<file path="src/rtl/lime_pkg.sv">
// Shared definitions for the lime multi-cycle controller: state and
// instruction-class encodings, datapath mux selects, ALU op codes and
// trap-cause codes.
package lime_pkg;

  typedef enum logic [3:0] {
    S_FETCH    = 4'd0,
    S_DECODE   = 4'd1,
    S_EXEC_R   = 4'd2,
    S_EXEC_I   = 4'd3,
    S_ALU_WB   = 4'd4,
    S_MEM_ADDR = 4'd5,
    S_MEM_RD   = 4'd6,
    S_MEM_WR   = 4'd7,
    S_LOAD_WB  = 4'd8,
    S_BRANCH   = 4'd9,
    S_JUMP     = 4'd10,
    S_HALT     = 4'd11,
    S_TRAP     = 4'd12
  } state_e;

  // Instruction class lives in the top three opcode bits.
  typedef enum logic [2:0] {
    CLS_ALU_R   = 3'b000,
    CLS_ALU_I   = 3'b001,
    CLS_LOAD    = 3'b010,
    CLS_STORE   = 3'b011,
    CLS_BRANCH  = 3'b100,
    CLS_JUMP    = 3'b101,
    CLS_HALT    = 3'b110,
    CLS_ILLEGAL = 3'b111
  } class_e;

  localparam logic [1:0] SRCA_PC  = 2'b00;
  localparam logic [1:0] SRCA_REG = 2'b01;

  localparam logic [1:0] SRCB_REG = 2'b00;
  localparam logic [1:0] SRCB_ONE = 2'b01;
  localparam logic [1:0] SRCB_IMM = 2'b10;

  localparam logic [2:0] ALUOP_ADD = 3'b000;
  localparam logic [2:0] ALUOP_SUB = 3'b001;

  localparam logic [1:0] CAUSE_NONE    = 2'b00;
  localparam logic [1:0] CAUSE_ILLEGAL = 2'b01;
  localparam logic [1:0] CAUSE_TIMEOUT = 2'b10;

  // States that wait on the memory handshake and are guarded by the timer.
  function automatic logic is_wait_state(input state_e s);
    return (s == S_FETCH) || (s == S_MEM_RD) || (s == S_MEM_WR);
  endfunction

  // States whose return to FETCH completes (retires) an instruction.
  function automatic logic is_retire_state(input state_e s);
    return (s == S_ALU_WB) || (s == S_LOAD_WB) || (s == S_MEM_WR) ||
           (s == S_BRANCH) || (s == S_JUMP);
  endfunction

endpackage

</file>
<file path="src/rtl/lime_wait_timer.sv">
// Memory-wait watchdog: counts cycles spent waiting on the handshake and
// flags when the count reaches the configured limit.
module lime_wait_timer #(
  parameter int W = 4
) (
  input  logic         clk,
  input  logic         rst,
  input  logic         clear_i,
  input  logic         enable_i,
  input  logic [W-1:0] limit_i,
  output logic         expired_o
);

  logic [W-1:0] count_q, count_d;

  // Clear has priority over counting so a fresh wait always starts at zero.
  always_comb begin
    count_d = count_q;
    if (clear_i) begin
      count_d = '0;
    end else if (enable_i) begin
      count_d = count_q + W'(1);
    end
  end

  // Count register.
  always_ff @(posedge clk) begin
    if (rst) begin
      count_q <= '0;
    end else begin
      count_q <= count_d;
    end
  end

  assign expired_o = (count_q == limit_i);

endmodule

</file>
<file path="src/rtl/lime_mc_control.sv">
// Multi-cycle CPU control unit: sequences fetch/decode/execute/memory/
// write-back, drives the datapath control word, counts retired
// instructions, and traps on illegal opcodes or memory timeouts.
module lime_mc_control
  import lime_pkg::*;
#(
  parameter int OP_W     = 7,
  parameter int ALUOP_W  = 3,
  parameter int CNT_W    = 16,
  parameter int MAX_WAIT = 15
) (
  input  logic               CLK,
  input  logic               Reset,
  input  logic [OP_W-1:0]    input_control,
  input  logic               input_mem_ready,
  input  logic               input_stall,
  input  logic               input_resume,
  output logic               output_control_PCWrite,
  output logic               output_control_IoD,
  output logic               output_control_MemR,
  output logic               output_control_MemW,
  output logic               output_control_IRWrite,
  output logic               output_control_Mem2Reg,
  output logic               output_control_RegWrite,
  output logic               output_control_PCSrc,
  output logic               output_control_branch,
  output logic [1:0]         output_control_ALUSrcA,
  output logic [1:0]         output_control_ALUSrcB,
  output logic [1:0]         output_control_branchType,
  output logic [ALUOP_W-1:0] output_control_ALUOp,
  output logic               output_halted,
  output logic               output_trap,
  output logic [1:0]         output_trap_cause,
  output logic [CNT_W-1:0]   output_instr_count,
  output logic [3:0]         output_state
);

  localparam int TW = (MAX_WAIT < 1) ? 1 : $clog2(MAX_WAIT + 1);

  state_e           state_q, state_d;
  logic [1:0]       cause_q, cause_d;
  logic [CNT_W-1:0] instr_count_q;
  class_e           cls;
  logic             tmr_clear, tmr_enable, tmr_expired;
  logic             retire;

  // Opcode bits between the class field and the ALU/branch fields carry no
  // meaning for control; they are folded here to mark them as intentionally unused.
  logic             unused_opcode_bits;
  assign unused_opcode_bits = ^input_control;

  assign cls = class_e'(input_control[OP_W-1 -: 3]);

  // Next state and control word; stall and reset override at the end.
  always_comb begin
    state_d                   = state_q;
    cause_d                   = cause_q;
    output_control_PCWrite    = 1'b0;
    output_control_IoD        = 1'b0;
    output_control_MemR       = 1'b0;
    output_control_MemW       = 1'b0;
    output_control_IRWrite    = 1'b0;
    output_control_Mem2Reg    = 1'b0;
    output_control_RegWrite   = 1'b0;
    output_control_PCSrc      = 1'b0;
    output_control_branch     = 1'b0;
    output_control_ALUSrcA    = 2'b00;
    output_control_ALUSrcB    = 2'b00;
    output_control_branchType = 2'b00;
    output_control_ALUOp      = '0;

    case (state_q)
      S_FETCH: begin
        output_control_MemR = 1'b1;
        if (input_mem_ready) begin
          output_control_IRWrite = 1'b1;
          output_control_PCWrite = 1'b1;
          output_control_ALUSrcA = SRCA_PC;
          output_control_ALUSrcB = SRCB_ONE;
          output_control_ALUOp   = ALUOP_W'(ALUOP_ADD);
          state_d                = S_DECODE;
        end else if (tmr_expired) begin
          state_d = S_TRAP;
          cause_d = CAUSE_TIMEOUT;
        end
      end
      S_DECODE: begin
        // Speculative branch-target add while the class is resolved.
        output_control_ALUSrcA = SRCA_PC;
        output_control_ALUSrcB = SRCB_IMM;
        output_control_ALUOp   = ALUOP_W'(ALUOP_ADD);
        case (cls)
          CLS_ALU_R:  state_d = S_EXEC_R;
          CLS_ALU_I:  state_d = S_EXEC_I;
          CLS_LOAD:   state_d = S_MEM_ADDR;
          CLS_STORE:  state_d = S_MEM_ADDR;
          CLS_BRANCH: state_d = S_BRANCH;
          CLS_JUMP:   state_d = S_JUMP;
          CLS_HALT:   state_d = S_HALT;
          default: begin
            state_d = S_TRAP;
            cause_d = CAUSE_ILLEGAL;
          end
        endcase
      end
      S_EXEC_R: begin
        output_control_ALUSrcA = SRCA_REG;
        output_control_ALUSrcB = SRCB_REG;
        output_control_ALUOp   = input_control[ALUOP_W-1:0];
        state_d                = S_ALU_WB;
      end
      S_EXEC_I: begin
        output_control_ALUSrcA = SRCA_REG;
        output_control_ALUSrcB = SRCB_IMM;
        output_control_ALUOp   = input_control[ALUOP_W-1:0];
        state_d                = S_ALU_WB;
      end
      S_ALU_WB: begin
        output_control_RegWrite = 1'b1;
        state_d                 = S_FETCH;
      end
      S_MEM_ADDR: begin
        output_control_ALUSrcA = SRCA_REG;
        output_control_ALUSrcB = SRCB_IMM;
        output_control_ALUOp   = ALUOP_W'(ALUOP_ADD);
        state_d                = (cls == CLS_STORE) ? S_MEM_WR : S_MEM_RD;
      end
      S_MEM_RD: begin
        output_control_IoD  = 1'b1;
        output_control_MemR = 1'b1;
        if (input_mem_ready) begin
          state_d = S_LOAD_WB;
        end else if (tmr_expired) begin
          state_d = S_TRAP;
          cause_d = CAUSE_TIMEOUT;
        end
      end
      S_MEM_WR: begin
        output_control_IoD  = 1'b1;
        output_control_MemW = 1'b1;
        if (input_mem_ready) begin
          state_d = S_FETCH;
        end else if (tmr_expired) begin
          state_d = S_TRAP;
          cause_d = CAUSE_TIMEOUT;
        end
      end
      S_LOAD_WB: begin
        output_control_RegWrite = 1'b1;
        output_control_Mem2Reg  = 1'b1;
        state_d                 = S_FETCH;
      end
      S_BRANCH: begin
        output_control_ALUSrcA    = SRCA_REG;
        output_control_ALUSrcB    = SRCB_REG;
        output_control_ALUOp      = ALUOP_W'(ALUOP_SUB);
        output_control_branch     = 1'b1;
        output_control_branchType = input_control[1:0];
        output_control_PCSrc      = 1'b1;
        state_d                   = S_FETCH;
      end
      S_JUMP: begin
        output_control_PCWrite = 1'b1;
        output_control_PCSrc   = 1'b1;
        state_d                = S_FETCH;
      end
      S_HALT: begin
        if (input_resume) begin
          state_d = S_FETCH;
        end
      end
      S_TRAP: begin
        state_d = S_TRAP;
      end
      default: begin
        state_d = S_FETCH;
      end
    endcase

    // A stall freezes sequencing and suppresses every write/access strobe,
    // even if memory reports ready in the same cycle.
    if (input_stall) begin
      state_d                 = state_q;
      cause_d                 = cause_q;
      output_control_PCWrite  = 1'b0;
      output_control_IRWrite  = 1'b0;
      output_control_RegWrite = 1'b0;
      output_control_MemR     = 1'b0;
      output_control_MemW     = 1'b0;
    end

    if (Reset) begin
      output_control_PCWrite    = 1'b0;
      output_control_IoD        = 1'b0;
      output_control_MemR       = 1'b0;
      output_control_MemW       = 1'b0;
      output_control_IRWrite    = 1'b0;
      output_control_Mem2Reg    = 1'b0;
      output_control_RegWrite   = 1'b0;
      output_control_PCSrc      = 1'b0;
      output_control_branch     = 1'b0;
      output_control_ALUSrcA    = 2'b00;
      output_control_ALUSrcB    = 2'b00;
      output_control_branchType = 2'b00;
      output_control_ALUOp      = '0;
    end
  end

  assign retire = !input_stall && (state_d == S_FETCH) && is_retire_state(state_q);

  // Timer restarts on every entry into a wait state and advances only while
  // actually waiting (not stalled, not ready).
  assign tmr_clear  = !input_stall && (state_d != state_q) && is_wait_state(state_d);
  assign tmr_enable = !input_stall && is_wait_state(state_q) && !input_mem_ready && !tmr_expired;

  lime_wait_timer #(.W(TW)) u_wait_timer (
    .clk       (CLK),
    .rst       (Reset),
    .clear_i   (tmr_clear),
    .enable_i  (tmr_enable),
    .limit_i   (TW'(MAX_WAIT)),
    .expired_o (tmr_expired)
  );

  // State, trap cause and retired-instruction counter.
  always_ff @(posedge CLK) begin
    if (Reset) begin
      state_q       <= S_FETCH;
      cause_q       <= CAUSE_NONE;
      instr_count_q <= '0;
    end else begin
      state_q <= state_d;
      cause_q <= cause_d;
      if (retire) begin
        instr_count_q <= instr_count_q + CNT_W'(1);
      end
    end
  end

  assign output_halted      = (state_q == S_HALT);
  assign output_trap        = (state_q == S_TRAP);
  assign output_trap_cause  = cause_q;
  assign output_instr_count = instr_count_q;
  assign output_state       = state_q;

endmodule

</file>
<file path="config.mk">
export PLATFORM = sky130hd
export DESIGN_NAME = lime_mc_control
export DESIGN_NICKNAME = d
export VERILOG_FILES = /design/src/rtl/lime_pkg.sv /design/src/rtl/lime_wait_timer.sv /design/src/rtl/lime_mc_control.sv
export SDC_FILE = /design/constraint.sdc
export NUM_CORES = 1
export LEC_CHECK = 0
export BUFFER_PORTS_ARGS = -buffer_cell sky130_fd_sc_hd__buf_2
export CAP_MARGIN = 20
export CORE_UTILIZATION = 36
export DETAILED_ROUTE_END_ITERATION = 6
export HOLD_SLACK_MARGIN = 0.05
export PLACE_DENSITY = 0.68
export SLEW_MARGIN = 15
export SYNTH_ARGS = -nofsm -noshare
export SYNTH_HDL_FRONTEND = slang
export SYNTH_SLANG_ARGS = --single-unit
</file>
<file path="constraint.sdc">
create_clock -name CLK -period 2.9 [get_ports CLK]
set_input_delay 0.29 -clock CLK [delete_from_list [all_inputs] [get_ports CLK]]
set_output_delay 0.29 -clock CLK [all_outputs]
set_load 0.005 [all_outputs]
</file>
* Word-level counts from Yosys, hierarchy flattened
Cells that the tools add are included.
** Word-level totals
- Register bits after elaboration :: 26
- Bits in latches :: 0
- Memory bits (writable) :: 0
- Memory bits (read-only) :: 0
- Input bits :: 12
- Output and inout port bits :: 42
- Logic and storage cells :: 112
- Memories kept :: 0
** Operators by class
- $add $sub $neg :: 2
- $mul :: 0
- Divide/modulo/power cells :: 0
- $lt $le $gt $ge :: 0
- Eq/ne operators :: 25
- Shifts and indexed selects :: 0
- Muxes and demuxes :: 46
- Bitwise logic cells :: 1
- Reductions and logical operators :: 34
** Operators by type and width (count)
- one-hot mux 4 bit (8 select lines) :: 1
- two-way mux 1 bit :: 26
- equality test 4 x 3 -> 1 bit, second input constant :: 6
- equality test 4 bit, second input constant :: 6
- two-way mux 4 bit :: 6
- one-hot mux 4 bit (6 select lines) :: 1
- adder 16 x 1 -> 16 bit, second input constant :: 1
- two-way mux 2 bit :: 7
- OR reduction 2 bit :: 7
- equality test 3 bit, second input constant :: 3
- equality test 4 x 2 -> 1 bit, second input constant :: 2
- zero test 4 bit :: 2
- logical OR 1 bit :: 8
- one-hot mux 2 bit (2 select lines) :: 2
- logical AND 1 bit :: 7
- OR reduction 7 bit :: 1
- equality test 3 x 2 -> 1 bit, second input constant :: 2
- one-hot mux 3 bit (2 select lines) :: 1
- OR reduction 3 bit :: 2
- AND reduction 5 bit :: 1
- adder 4 x 1 -> 4 bit, second input constant :: 1
- equality test 4 x 1 -> 1 bit, second input constant :: 1
- inequality test 2 bit, second input constant :: 2
- inequality test 4 bit :: 1
- other kinds (9) :: 11

* Longest topological paths before layout
Gate-level depths: netlist of run 1.
- Depth after elaboration :: 10
- Mapped depth :: 10
- Mapped depth without buffers :: 8

* Hierarchy
A second synthesis of run 1 with hierarchy kept.
** Second synthesis, totals
- Cell total of the unflattened synthesis :: 261
- Area, all modules :: 1973.1 µm²
** Modules (own cells, without submodules)
- lime_mc_control :: times used 1, cells an instance 239, area each 1754.2 µm², sequential area each 440.4 µm²
- lime_wait_timer :: times used 1, cells an instance 22, area each 219.0 µm², sequential area each 80.1 µm²

* Worst setup path before layout of run 1
Ideal clock, no wire load.
- Kind :: register to register
- From :: register u_wait_timer.count_q[0]
- To :: register instr_count_q[10], in the netlist output_instr_count[10]
- Library setup time :: 0.128 ns
- Arrival time :: 1.996 ns
- Required time :: 2.772 ns
- Path slack :: 0.777 ns
- Stages on the path, launching flop included :: 10
- Path buffers :: 1
- Clock period less this slack :: 2.123 ns
- Path through :: dfxtp_1 -> ha_1 -> nand4b_1 -> a21oi_1 -> o311ai_1 -> nand3_2 -> buf_6 -> nor3_1 -> xnor2_1 -> nor2_1
** On the way
- Cells in the longest elaborated chain, start to end :: 8
- Elaborated cells between the ends (all ways) :: 10
- Classes of those cells :: 1 x eq/ne; 6 x mux; 3 x reduce/logical
** RTL lines
- start: declaration :: line lime_wait_timer.sv:14 : logic [W-1:0] count_q, count_d;
- start signal: assignment :: line lime_wait_timer.sv:31 : count_q <= count_d;
- equality test 4 bit * :: line lime_wait_timer.sv:35 : assign expired_o = (count_q == limit_i);
- two-way mux 4 bit * :: line lime_mc_control.sv:82, lime_mc_control.sv:133, lime_mc_control.sv:143
- two-way mux 4 bit, on equally long branches :: line lime_mc_control.sv:141, lime_mc_control.sv:75, lime_mc_control.sv:131
- one-hot mux 4 bit (8 select lines) * :: line lime_mc_control.sv:72 : case (state_q)
- two-way mux 4 bit * :: line lime_mc_control.sv:182 : if (input_stall) begin
- zero test 4 bit * :: line lime_mc_control.sv:209 : assign retire = !input_stall && (state_d == S_FETCH) && is_retire_state(state_q);
- logical AND 1 bit * (2 in a row) :: line lime_mc_control.sv:209
- end signal: assignment :: line lime_mc_control.sv:235 : instr_count_q <= instr_count_q + CNT_W'(1);
- end: declaration :: line lime_mc_control.sv:42 : logic [CNT_W-1:0] instr_count_q;
Every way passes the cells marked *; elsewhere a longest branch is shown, timed or not.
A chain may end at the register's enable or synchronous reset.

* Worst setup path in the final report of run 1
- From :: register u_wait_timer.count_q[0]
- To :: register instr_count_q[15], in the netlist output_instr_count[15]
The elaborated chain is that of the path after synthesis.

==> results of run 1 <==
-- layout by cell type (no fill, tap or decap), types with 7 or more instances in the layout --
master / instances
dfxtp_1: 26
buf_4: 14
nand2_1: 18
nand3_1: 10
nor2_1: 36
buf_2: 51
nor3_1: 13
a21oi_1: 17
xnor2_1: 12
o21ai_0: 7
-- power by group --
part | internal, mW | switching [mW]
Combinational | 0.0726 | 0.0978
Sequential | 0.366 | 0.0130
Clock | 0.121 | 0.106
-- per-layer routing --
metal  GRT usage, %  wire length [um]
met5              0                 0
met4           3.77                55
met3           3.48               242
met2           28.3              2200
met1           24.8              2250
-- worst max-delay path: cells and delay by family (launching register included) --
kind	cells	cell delay, ns
simple gates	4	1.21
fa+ha+maj	1	0.24
flops	1	0.34
compound gates	2	0.60
xor+xnor	1	0.17
-- area by class of cell --
type                       instances  area [um^2]  area share [%]
tap                               70         87.6            3.80
inverter                           5         18.8           0.814
multi-input combinational        202         1260            54.8
sequential                        26          520            22.6
timing repair buffer              65          360            15.6
clock buffer                       4         55.1            2.39
-- logic make-up after synthesis --
group	after synthesis	synth area share, %
other cells	1	0.197
flops	26	27.4
fa+ha+maj	2	1.32
compound gates	55	21.0
buf+inv	24	6.18
xor+xnor	17	7.83
mux	2	1.05
simple gates	125	35.1
-- sequential cells by signal, summed over array words and instances (netlist names) --
register and flops:
output_instr_count 16, output_state 4, u_wait_timer.count_q 4, output_trap_cause 2
-- final timing paths --
path | start | end | slack (ns) | cells past startpoint
worst min-delay path | input_stall | output_state[3] | 0.46 | 3
worst max register to register | u_wait_timer.count_q[0] | output_instr_count[15] | 0.21 | 8
worst max-delay path | u_wait_timer.count_q[0] | output_instr_count[15] | 0.21 | 8
worst min register to register | output_trap_cause[1] | output_trap_cause[1] | 0.48 | 2
-- per-stage QoR --
step | cells | setup WS, ns | hold WS, ns | power [mW]
after floorplan | 252 | 0.777 | 0.463 | 0.503
after global placement | 368 | 0.292 | 0.471 | 0.554
after detailed placement | 368 | 0.232 | 0.473 | 0.555
after CTS | 372 | 0.201 | 0.433 | 0.789
after global routing | 372 | 0.00139 | 0.491 | 0.822
final | 372 | 0.207 | 0.458 | 0.777
==> results.cfg, run 1 <==
[yosys]
yosys.cell_count.top_type = nor2_1
synth_top_area_share_pct = 27.4
yosys-top-cells-count = 36 x nor2_1, 26 x dfxtp_1, 18 x nand2_1, 17 x a21oi_1, 13 x nor3_1
netlist_area_um2 = 1900
yosys_warnings = 0
synthDistinctLibCells = 59
synth-seq-cells = 26
synth-edff-count = 0
ys_top_cells_by_area = dfxtp_1 27%, nor2_1 7.1%, xnor2_1 5.5%, a21oi_1 4.5%, nand2_1 3.6%
synth_top_area_cell = dfxtp_1
synth.avg_cell_area_um2 = 7.55
synthesis.nets = 266
netlist_instances = 252
synthArstFlopShare_pct = 0
synth-main-ff-cell = dfxtp_1
ys_seq_area_share_pct = 27.4

[pwr]
p_leak_nw = 0.998
powerDensity_nw_per_um2 = 337
vdd_ir_drop_max_v = 0.000235

[global_routing]
antenna_found_initial = 0
grt-ovfl-total = 0
grt_max_degree = 34
first_global_vias = 1735
grt_pass1_wl_um = 7820
grt.total_usage_pct = 17.7

[sta]
slew_viol_final = 0
fmax_mhz = 371
rsz0062_at_grt = false
final-setup-viol-count = 0
finalCritPeriodShare_pct = 92.9
finalCriticalPeriod_ns = 2.69
setup_tns_ns = 0
tightest_slew_ns = 0.614
finClkSkew_ns = 0.00487
relSlewSlack_pct = 59.1
finalHoldViolations = 0

[floorplanning]
io_pins = 54
die_w_um = 74.7
row_count = 26
core_area_um2 = 5110
start_util_pct = 37.2
die_y_um = 74.7
dieArea_um2 = 5580

[place]
place_hpwl_um = 3600
io_buffers = 51
dpl_cell_area_um2 = 2250
gp_congestion = 0.933

[setup_path]
worstSetupStartpointType = flip-flop
worst-setup-path-type = reg2reg
path_cells = ha_1 -> nand4b_1 -> a21oi_1 -> o311ai_1 -> nand3_2 -> nor4_1 -> xnor2_1 -> nor2_1
critPathRequiredTime_ns = 3.04
slowest_stage = nor4_1
cpPeakStageDelay_ns = 0.51
endpoint_kind = flip-flop
cp_max_fo = 19
worst-endpoint-arrival_ns = 2.83

[finish]
final_area_um2 = 2310
diodes = 0
drive_above_1_share_pct = 27.5
fillers = 545
nets = 317
areaGrowthSynthToFinish_pct = 21.2
finish.utilization_pct = 45.1

[clock_network]
cts.reportedPaths.clkPinSlew_ns = 0.08
ctsHoldBuffers = 0
clk_latency_ns = 0.27
cts_resized = 0
cts_made_buffers = 3
post_cts_buffers = 0
cts.sinks = 26
cts_buffer_depth = 2
cts_htree_levels = 1
cts-root-buf = clkbuf_8
cts_tree = built

[detailed_routing]
ant_nets = 0
drt_iter0_markers = 123
wl_um = 4750
first_pass_iters = 4
wire_per_inst_um = 12.8
vias_per_cell = 5.33
drc = 0
vias = 1983

[flow_run]
cap_violations = 0

[outcome]
status = finished, final reports clean

[worst_hold_path]
hp-class = in2reg
No activity file was read; power rests on OpenSTA's default activity.
==> run 2, diff against run 1 <==
--- a/config.mk
+++ b/config.mk
@@ -11,6 +11,7 @@
 export DETAILED_ROUTE_END_ITERATION = 6
 export HOLD_SLACK_MARGIN = 0.05
 export PLACE_DENSITY = 0.68
+export RECOVER_POWER = 25
 export SLEW_MARGIN = 15
 export SYNTH_ARGS = -nofsm -noshare
 export SYNTH_HDL_FRONTEND = slang
==> results.cfg, run 2 (synthesized netlist as in run 1, its figures left out) <==
[pwr]
totalPowerFinal_uw = 778
powerDensity_nw_per_um2 = 340
vdd_ir_drop_max_v = 0.000234
p_leak_nw = 0.941

[finish]
finish.utilization_pct = 44.8
nets = 317
fillers = 555
final_cell_mix = 38 x buf_2, 36 x nor2_1, 26 x dfxtp_1
layout_commonest_cell = buf_2
drive_above_1_share_pct = 23.2
largest_register_ffs = 16
diodes = 0
areaGrowthSynthToFinish_pct = 20.4

[detailed_routing]
vias = 2017
wl_um = 4780
drc = 0
vias_per_cell = 5.42
wire_per_inst_um = 12.8
first_pass_iters = 5
ant_nets = 0
drt_iter0_markers = 150

[clock_network]
cts_made_buffers = 3
cts.reportedPaths.clkPinSlew_ns = 0.09
cts_resized = 0
cts_htree_levels = 1
cts_tree = built
post_cts_buffers = 0
cts.sinks = 26
ctsHoldBuffers = 0
clk_latency_ns = 0.27
cts_buffer_depth = 2
cts-root-buf = clkbuf_8

[outcome]
status = finished, final reports clean

[sta]
final-setup-viol-count = 0
relSlewSlack_pct = 59.6
setup_tns_ns = 0
fin_ws_ns = 0.191
finalCriticalPeriod_ns = 2.71
slew_viol_final = 0
finalCritPeriodShare_pct = 93.4
finalHoldViolations = 0
fmax_mhz = 369
finClkSkew_ns = 0.00636
tightest_slew_ns = 0.605
rsz0062_at_grt = false

[setup_path]
worst-endpoint-arrival_ns = 2.85
critPathRequiredTime_ns = 3.04
endpoint_kind = flip-flop
worst-setup-path-type = reg2reg
worstSetupStartpointType = flip-flop
cp_max_fo = 19
ff2ff_path_depth = 8

[place]
gp_congestion = 0.933
io_buffers = 51
place_hpwl_um = 3600
dp_slack_ns = 0.232

[worst_hold_path]
hp-class = in2reg
min_path_cells = 3

[global_routing]
first_global_vias = 1735
grt-ovfl-total = 0
grt_pass1_wl_um = 7820
grt_max_degree = 34
grt.total_usage_pct = 17.7
antenna_found_initial = 0

[floorplanning]
die_w_um = 74.7
core_area_um2 = 5110
dieArea_um2 = 5580
die_y_um = 74.7
io_pins = 54
row_count = 26
start_util_pct = 37.2

[flow_run]
cap_violations = 0
-- run 2: cell count changes in the layout (fill, tap and decap cells not counted) --
| cell | change |
|---|---|
| clkbuf_1 | +13 |
| buf_2 | -13 |
-- run 2: layout make-up --
| cell class | count | area (um^2) | share of cell area, % |
|---|---|---|---|
| Sequential cell | 26 | 520 | 22.7 |
| Timing Repair Buffer | 65 | 344 | 15.0 |
| Inverter | 5 | 18.8 | 0.820 |
| Multi-Input combinational cell | 202 | 1260 | 55.2 |
| Clock buffer | 4 | 55.1 | 2.40 |
| Tap cell | 70 | 87.6 | 3.83 |
-- run 2: power breakdown --
part | internal (mW) | leakage, nW | switching, mW
clock network | 0.121 | 0.0288 | 0.108
registers | 0.366 | 0.210 | 0.0130
logic | 0.0723 | 0.702 | 0.0980
-- run 2: per-layer routing --
metal | share of wire [%] | GRT usage [%]
met1 | 46 | 24.8
met2 | 47 | 28.3
met4 | 1.2 | 3.77
met5 | 0 | 0
met3 | 6.2 | 3.48
-- run 2: final timing paths --
kind | start | to | slack, ns
setup / recovery | u_wait_timer.count_q[0] | output_instr_count[15] | 0.19
hold / removal | input_stall | output_state[3] | 0.45
setup reg to reg | u_wait_timer.count_q[0] | output_instr_count[15] | 0.19
hold reg to reg | output_trap_cause[1] | output_trap_cause[1] | 0.48
-- run 2: critical path, cell delays in order (launching register included) --
cell and delay, ns:
dfxtp_1 0.34, ha_1 0.24, nand4b_1 0.22, a21oi_1 0.13
o311ai_1 0.47, nand3_2 0.45, nor4_1 0.51, xnor2_1 0.18
nor2_1 0.05
-- run 2: metrics by stage --
stage                     hold WS (ns)  instance area (um^2)  instances
after floorplan                  0.463                  1900        252
after global placement           0.471                  2250        368
after detailed placement         0.473                  2250        368
after CTS                        0.433                  2310        372
after global routing             0.491                  2290        372
final                            0.449                  2290        372
==> run 3, diff against run 2 <==
--- a/config.mk
+++ b/config.mk
@@ -7,12 +7,14 @@
 export LEC_CHECK = 0
 export BUFFER_PORTS_ARGS = -buffer_cell sky130_fd_sc_hd__buf_2
 export CAP_MARGIN = 20
+export CORE_MARGIN = 2
 export CORE_UTILIZATION = 36
 export DETAILED_ROUTE_END_ITERATION = 6
 export HOLD_SLACK_MARGIN = 0.05
-export PLACE_DENSITY = 0.68
+export PLACE_DENSITY = 0.67
 export RECOVER_POWER = 25
 export SLEW_MARGIN = 15
 export SYNTH_ARGS = -nofsm -noshare
 export SYNTH_HDL_FRONTEND = slang
+export SYNTH_HIERARCHICAL = 1
 export SYNTH_SLANG_ARGS = --single-unit
==> results.cfg, run 3 <==
[outcome]
status = finished, final reports clean

[finish]
layout_commonest_cell = buf_2
nets = 332
fillers = 563
largest_register_ffs = 16
final_cell_mix = 45 x buf_2, 33 x nor2_1, 24 x dfxtp_1
drive_above_1_share_pct = 26.2
areaGrowthSynthToFinish_pct = 22.3
final_area_um2 = 2410
register_area_um2 = 523
multiInputGateArea_um2 = 1330
diodes = 0

[global_routing]
first_global_vias = 1906
grt-ovfl-total = 0
antenna_found_initial = 0
grt.total_usage_pct = 18.1
grt_max_degree = 40
grt_pass1_wl_um = 9140

[setup_path]
cp_common_cell = a21oi_1
timing.critical_path.buf_inv = 1
cp_max_fo = 12
critical_path.top_delay_family = compound AO/OA/AOI/OAI gates
worst-setup-path-type = reg2reg
worstSetupStartpointType = flip-flop
cpPeakStageDelay_ns = 0.55
slowest_stage = dfxtp_1
critPathRequiredTime_ns = 3.07
worst-endpoint-arrival_ns = 2.82
path_cells = buf_4 -> nor2b_1 -> o21ai_0 -> a31o_2 -> a21oi_1 -> a21oi_1 -> o2111ai_1 -> o211a_1 -> nor3b_1 -> mux2_1
endpoint_kind = flip-flop

[pwr]
p_leak_nw = 1.05
powerDensity_nw_per_um2 = 357
vdd_ir_drop_max_v = 0.000229

[yosys]
netlist_area_um2 = 1970
synth_top_area_cell = dfxtp_1
yosys_warnings = 6
synthArstFlopShare_pct = 0
synth-edff-count = 0
synth-compound-area-share_pct = 19.7
ys_top_cells_by_area = dfxtp_1 26%, nor2_1 6.3%, xnor2_1 4.4%, a21oi_1 4.3%, nand2_1 3.2%
netlist_instances = 261
synth_top_family_by_area = simple AND/OR/NAND/NOR gates
synthDistinctLibCells = 60
synth_top_area_share_pct = 26.4
yosys.cell_count.top_type = nor2_1
synth-main-ff-cell = dfxtp_1
yosys-top-cells-count = 33 x nor2_1, 26 x dfxtp_1, 17 x a21oi_1, 17 x nand2_1
ys_seq_area_share_pct = 26.4
synthMuxAreaShare_pct = 4.38
synth_xor_xnor_area_share_pct = 7.10
synth.avg_cell_area_um2 = 7.56
synthAdderAreaFrac_pct = 1.27
synth-simple-area-share_pct = 33.7
synth-seq-cells = 26

[clock_network]
cts-root-buf = clkbuf_8
clk_latency_ns = 0.27
cts_tree = built
cts_buffer_depth = 2
cts.reportedPaths.clkPinSlew_ns = 0.10
post_cts_buffers = 0
cts.sinks = 26
cts_made_buffers = 3
cts_htree_levels = 1

[sta]
finalCritPeriodShare_pct = 91.5
final-setup-viol-count = 0
relSlewSlack_pct = 54.0
rsz0062_at_grt = false
finalCriticalPeriod_ns = 2.65
slew_viol_final = 0
finalHoldViolations = 0
fmax_mhz = 377
tightest_slew_ns = 0.690
finClkSkew_ns = 0.00272
setup_tns_ns = 0

[place]
io_buffers = 51
gp_congestion = 0.880
place_hpwl_um = 3990
dpl_cell_area_um2 = 2340

[detailed_routing]
drc = 0
drt_iter0_markers = 140
ant_nets = 0
wl_um = 5450
vias = 2083
vias_per_cell = 5.38
wire_per_inst_um = 14.1
first_pass_iters = 4

[floorplanning]
die_w_um = 78.0
die_y_um = 78.0
core_area_um2 = 5200
row_count = 26
start_util_pct = 37.9
io_pins = 54
dieArea_um2 = 6090

[worst_hold_path]
hp-class = in2reg

[flow_run]
cap_violations = 0
[run 3: cell types whose count changed in the layout (fill, tap and decap cells not counted), moves of 3 or more]
| cell | before | now |
|---|---|---|
| nor4_1 | 4 | 10 |
| inv_1 | 5 | 10 |
| buf_2 | 38 | 45 |
| or3_2 | 4 | 0 |
| mux2_1 | 0 | 3 |
| or3_1 | 1 | 4 |
| conb_1 | 1 | 5 |
| nor2b_1 | 4 | 8 |
| nor3_1 | 13 | 8 |
| clkbuf_1 | 13 | 6 |
| o21ai_0 | 7 | 10 |
| nor2_1 | 36 | 33 |
[run 3: kinds of logic after synthesis]
group / Yosys count
adders and majority gates: 2
DFF: 26
buffers and inverters: 28
other: 2
AOI/OAI and AO/OA: 56
xor gates and xnor gates: 16
muxes: 8
and+or+nand+nor: 123
[run 3: power breakdown]
part / internal, mW / switching (mW) / leakage, nW / total, mW
registers: 0.363 / 0.0146 / 0.211 / 0.377
clock network: 0.185 / 0.123 / 0.0357 / 0.308
logic: 0.0766 / 0.0991 / 0.801 / 0.176
total: 0.624 / 0.237 / 1.05 / 0.861
[run 3: worst reg2reg max path, cell delays in order, from the launching register on]
cell and delay (ns):
dfxtp_1 0.55, buf_4 0.26, nor2b_1 0.20, o21ai_0 0.10
a31o_2 0.30, a21oi_1 0.32, a21oi_1 0.12, o2111ai_1 0.12
o211a_1 0.23, nor3b_1 0.06, mux2_1 0.31
[run 3: final timing paths]
path	start	to	slack, ns	cells past startpoint
worst max-delay path	output_state[0]	u_wait_timer/count_q[3]	0.25	10
worst min-delay path	input_stall	output_state[3]	0.40	3
worst max register to register	output_state[0]	u_wait_timer/count_q[3]	0.25	10
worst min register to register	output_trap_cause[1]	output_trap_cause[1]	0.47	2
[run 3: per-layer routing]
layer | GRT usage, % | up-vias | part of all wire (%)
li1 | - | 1043 | -
met2 | 28.1 | 66 | 46
met1 | 26.3 | 972 | 49
met4 | 4.39 | 0 | 0.39
met3 | 2.64 | 2 | 5.1
met5 | 0 | - | 0
[run 3: layout make-up]
| type | count | share of cell area (%) |
|---|---|---|
| inverter | 10 | 1.56 |
| clock buffer | 3 | 1.71 |
| clock inverter | 1 | 1.24 |
| multi-input combinational | 210 | 55.0 |
| tap | 70 | 3.63 |
| timing repair buffer | 67 | 15.2 |
| sequential | 26 | 21.7 |
[run 3: metrics by stage]
step	setup WS (ns)	hold WS (ns)	instances	power (mW)	util, %
6_report	0.245	0.398	387	0.861	46.4
4_1_cts	0.161	0.378	387	0.872	46.4
3_5_place_dp	0.201	0.462	383	0.557	45.0
3_3_place_gp	0.202	0.452	383	0.556	45.0
5_1_grt	0.0175	0.388	387	0.909	46.4
2_1_floorplan	0.379	0.450	264	0.502	-
[run 3: timing repair]
item                                    in CTS  in global routing
endpoints found under the setup margin       0                  4
hold buffers                                 0                  0
resized for setup                            0                  3
